## config.mk

```make
export PLATFORM = sky130hd
export DESIGN_NAME = radix4_booth_seq_fsm
export DESIGN_NICKNAME = d
export VERILOG_FILES = /design/src/rtl/radix4_booth_seq_fsm.sv
export SDC_FILE = /design/constraint.sdc
export NUM_CORES = 1
export LEC_CHECK = 0
export ABC_AREA = 1
export BUFFER_PORTS_ARGS = -buffer_cell sky130_fd_sc_hd__buf_2
export CAP_MARGIN = 20
export CORE_AREA = 2 2 39 41
export CTS_CLUSTER_SIZE = 12
export DETAILED_ROUTE_END_ITERATION = 6
export DIE_AREA = 0 0 41 43
export GPL_TIMING_DRIVEN = 0
export HOLD_SLACK_MARGIN = 0.15
export PLACE_DENSITY = 0.4
export SLEW_MARGIN = 5
export SYNTH_ARGS = -nofsm -noshare
export SYNTH_HDL_FRONTEND = slang
export SYNTH_SLANG_ARGS = --single-unit
export TNS_END_PERCENT = 20
```

## constraint.sdc

```tcl
create_clock -name clk -period 2.3 [get_ports clk]
set_input_delay 0.46 -clock clk [delete_from_list [all_inputs] [get_ports clk]]
set_output_delay 0.46 -clock clk [all_outputs]
set_load 0.005 [all_outputs]
```

## src/rtl/radix4_booth_seq_fsm.sv

```systemverilog
`default_nettype none
// ============================================================================
// Module   : radix4_booth_seq_fsm
// Purpose  : Control FSM for a sequential radix-4 Booth multiplier. It loads
//            operands, steps the data path one Booth iteration per enabled
//            cycle, holds the data-path iteration counter in reset while
//            inactive, and flags the result as valid once the data path's
//            counter reports its final iteration. The operand width is not
//            known here; the data path owns the iteration count.
// Ports    : clk          - rising-edge clock
//            rst          - asynchronous active-high reset (state -> IDLE)
//            en           - global enable; 0 freezes state, gates iterations
//            start        - request a new multiplication (sampled when en=1)
//            done_cntr    - data-path counter reached its final iteration
//            start_booth  - load operands into the data path this cycle
//            en_booth     - advance data path and counter by one iteration
//            rst_cntr_n   - active-low reset for the data-path counter
//            done         - result valid (level, held until the next start)
// Options  : RADIX4_BOOTH_FSM_SVA_EN - compiles in concurrent assertions
// Revision : 1.0 - initial release
// ============================================================================
module radix4_booth_seq_fsm (
    input  logic clk,
    input  logic rst,
    input  logic en,
    input  logic start,
    input  logic done_cntr,
    output logic start_booth,
    output logic en_booth,
    output logic rst_cntr_n,
    output logic done
);

    typedef enum logic [1:0] {
        IDLE = 2'd0,
        LOAD = 2'd1,
        RUN  = 2'd2,
        DONE = 2'd3
    } state_t;

    state_t r_state;
    state_t w_state_next;

    // State register; the asynchronous reset makes every output fall back
    // to its IDLE value without waiting for a clock edge.
    always_ff @(posedge clk or posedge rst) begin
        if (rst) begin
            r_state <= IDLE;
        end else begin
            r_state <= w_state_next;
        end
    end

    // Next-state and Moore output decode. Outputs that move the data path
    // are additionally gated by en so a stalled cycle performs no iteration.
    always_comb begin
        w_state_next = r_state;
        start_booth  = 1'b0;
        en_booth     = 1'b0;
        rst_cntr_n   = 1'b0;
        done         = 1'b0;

        case (r_state)
            IDLE: begin
                if (en && start) begin
                    w_state_next = LOAD;
                end
            end
            LOAD: begin
                // The load cycle also counts as the first iteration enable,
                // so the counter advances together with the operand load.
                start_booth = en;
                en_booth    = en;
                rst_cntr_n  = 1'b1;
                if (en) begin
                    w_state_next = RUN;
                end
            end
            RUN: begin
                en_booth   = en;
                rst_cntr_n = 1'b1;
                if (en && done_cntr) begin
                    w_state_next = DONE;
                end
            end
            DONE: begin
                done = 1'b1;
                if (en && start) begin
                    w_state_next = LOAD;
                end
            end
            default: begin
                w_state_next = IDLE;
            end
        endcase
    end

`ifdef RADIX4_BOOTH_FSM_SVA_EN
    a_done_no_iter : assert property (@(posedge clk) disable iff (rst)
        done |-> !en_booth);

    a_load_implies_iter : assert property (@(posedge clk) disable iff (rst)
        start_booth |-> en_booth);

    a_single_load : assert property (@(posedge clk) disable iff (rst)
        start_booth |=> !start_booth);

    a_done_after_cntr : assert property (@(posedge clk) disable iff (rst)
        $rose(done) |-> $past(r_state == RUN && en && done_cntr));

    a_state_legal : assert property (@(posedge clk) disable iff (rst)
        r_state inside {IDLE, LOAD, RUN, DONE});
`endif

endmodule
`default_nettype wire

```

Word-level counts from Yosys, hierarchy flattened
Cells that the tools add are included.

Equality and inequality tests: 6. Multiplexer cells: 8. Reduce and logical (&&, ||, !) cells: 6.

Operators with widths (number): 2-to-1 mux 2 bit (3); case mux 2 bit (3 select lines) (1); equality test 2 bit (second input constant) (2); 2-to-1 mux 1 bit (4); != test 2 bit (second input constant) (2); OR reduction 2 bit (2); AND reduction 3 bit (1); equality test 2 x 1 -> 1 bit (second input constant) (1); logical AND 1 bit (2); zero test 2 bit (1); != test 2 x 1 -> 1 bit (second input constant) (1).

Register bits: 2. Input bits: 5.

Logic depth before layout (Yosys ltp)
Depth in word-level cells: 4. Mapped depth: 6. Mapped depth without buffers: 6.

Worst setup path before layout
OpenSTA, ideal clock, no wires.

Path type: register to output. Start point: reg r_state[0]. End point: out en_booth. Arrival time: 0.860 ns. Data required time: 1.840 ns. Slack: 0.980 ns. Stages on the path, launching flop included: 4. Cells stage by stage: dfrtp_1 -> inv_1 -> ha_1 -> nor2_1.

Longest elaborated chain between the ends: 3. Elaborated cells on any way between the ends: 4.

Ends and longest elaborated chain: start, declared (line 41) `state_t r_state;`; start signal, assigned (line 50) `r_state <= w_state_next;`; equality test 2 bit / equality test 2 x 1 -> 1 bit (equally long branches) (line 63) `case (r_state)`; OR reduction 2 bit (no source line) (*); 2-to-1 mux 1 bit (*) (line 63); end, declared (line 29) `output logic en_booth,`.

Every way passes the cells marked *; elsewhere a longest branch is shown, timed or not.

Worst setup path in the final report
Same ends and word-level chain as after synthesis.

==> flow_summary.json <==
{
  "avgSynthCellArea_sq_um": 7.12,
  "final_nets": 48,
  "outcome": "completed",
  "synthAdderAreaFrac_pct": 20.3,
  "ys_seq_area_share_pct": 27.0,
  "dieHeight_microns": 43,
  "holdCritPathClass": "reg -> reg",
  "slew_violations": 0,
  "hold_ws_ns": 0.525,
  "finalSetupTns_ns": 0,
  "worstMarginPinSlew_ns": 0.145,
  "start_util_pct": 13.4,
  "antennaDiodeCount": 0,
  "post_route_cells_drive_above_1_share_pct": 39.5,
  "area_delta_synth_final_pct": 50.0,
  "num_rows": 14,
  "synth.distinct_cells": 8,
  "cts_tree": "done",
  "grt_pass1_vias": 170,
  "syn_area_sq_um": 185,
  "syn_inst": 26,
  "wl_per_cell_microns": 7.06,
  "die_w_microns": 41,
  "clkTransAtPathRegs_ns": 0.03,
  "synth_area_leaders": "dfrtp_1, ha_1, inv_1",
  "drv_cap": 0,
  "final_cell_mix": "buf_2, inv_1, nand2_1",
  "gr-total-overflow": 0,
  "path_class": "reg -> out",
  "postRouteAntennaNets": 0,
  "synth_compound_area_share_pct": 0,
  "die_area_sq_um": 1760,
  "dp_slack_ns": 0.847,
  "io-pin-count": 9,
  "startpoint_type": "register",
  "grt_max_degree": 5,
  "reg.largest.list": "r_state (2)",
  "p_per_area_nw_per_um2": 1350,
  "p_leak_nw": 0.176,
  "synth-warning-count": 0,
  "grtUsageTotal_pct": 6.33,
  "synth_top_family_by_area": "simple AND/OR/NAND/NOR gates",
  "crit_fanout": 4,
  "crit_start": "r_state[0]",
  "drtPass1Iterations": 2,
  "io_buffers": 8,
  "clock_latency_ns": 0.22,
  "dpl.hpwl_microns": 299,
  "synth_top_area_share_pct": 27.0,
  "cts_htree_levels": 1,
  "multi_input_area_sq_um": 109,
  "drt-total-wl_microns": 381,
  "fillers": 168,
  "cts_buffers": 3,
  "ctsResizeCount": 0,
  "period_share_pct": 72.5,
  "grt_pass1_wl_microns": 641,
  "drc_errors": 0,
  "slew-limit-headroom_pct": 90.3,
  "drt-vias-per-instance": 3.43,
  "vias": 185,
  "place_congestion": 0.552,
  "final_common_cell": "buf_2",
  "yosys.area_share.simple_pct": 38.5,
  "r2r_start": "r_state[0]",
  "cts.path.max_buffers": 2,
  "rsz0062_at_grt": "false",
  "fin_skew_ns": 0.0000567,
  "cp.required_ns": 1.84,
  "worst_ir_drop_vdd_v": 0.000246,
  "synthMuxAreaShare_pct": 0,
  "largest_register_ffs": 2,
  "post_cts_buffers": 0,
  "cts.sinks": 2,
  "fin_crit_ns": 1.67,
  "drt_iter0_drc": 1,
  "max_freq_mhz": 600,
  "coreArea_sq_um": 1380,
  "setup_viol": 0,
  "hold_start": "r_state[1]",
  "largest_register": "r_state",
  "crit_path_end_kind": "output port",
  "cts_root_buffer": "clkbuf_4",
  "antenna_found_initial": 0,
  "yosysTopAreaCell": "dfrtp_1",
  "ff_latch_area_sq_um": 50.0,
  "synth.net_count": 34,
  "setup_ws_ns": 0.633,
  "final-hold-violation-count": 0,
  "cp.arrival_ns": 1.21,
  "synth-seq-cells": 2,
  "synth_xor_area_share_pct": 0
}
[path summary, 6_finish.rpt]
kind / to / slack [ns] / depth (start not counted)
setup / recovery: en_booth / 0.63 / 4
hold / removal: r_state[1] / 0.53 / 2
setup reg to reg: r_state[1] / 1.15 / 6
hold reg to reg: r_state[1] / 0.53 / 2
max in group asynchronous: r_state[1] / 1.56 / 3
min in group asynchronous: r_state[0] / 0.63 / 3
[per-stage QoR]
step	util, %	area, sq um	std cells	total power, mW
floorplan	-	185	26	0.233
global placement	17.7	245	50	0.308
detailed placement	17.7	245	50	0.303
CTS	20.1	278	54	0.389
global route	20.1	278	54	0.439
finish	20.1	278	54	0.374
[power by group]
part           switching [mW]  total, mW  leakage [nW]  internal, mW
Sequential             0.0179     0.0738        0.0239        0.0559
Clock                  0.0197     0.0772        0.0138        0.0575
Combinational           0.123      0.223         0.138        0.0998
[logic make-up (layout without fill, tap and decap cells)]
kind of cell,count (synthesis),in the layout
buf+inv,7,19
flops,2,2
fa+ha+maj,3,3
simple gates,14,14
[synthesized netlist by cell type (all sizes together)]
cell	instances
nand2	10
inv	7
dfrtp	2
ha	3
nand4	2
nor2	1
nand3	1
[cell type report]
type	count	share of cell area, %
flip-flops and latches	2	18.0
inverters	7	9.46
clock buffers	3	8.11
multi-input cells	17	39.2
well taps	16	7.21
repair buffers	9	18.0
[layer usage]
metal | vias up | global-route usage [%] | routed length, microns
met5 | - | 0 | 0
met4 | 0 | 6.00 | 0
met3 | 0 | 6.28 | 22
met2 | 6 | 7.19 | 183
met1 | 78 | 6.11 | 174
li1 | 101 | - | -
[worst max-delay path, cell delays in order, from the launching register on]
cell	delay, ns
dfrtp_1	0.38
inv_1	0.06
ha_1	0.33
nor2_1	0.11
buf_2	0.11
[repair_timing]
action,CTS,global route
setup endpoints to repair,0,0
hold buffers,1,0
endpoints found under the hold margin,2,0
Note: power is estimated with default switching activity, not from simulation.
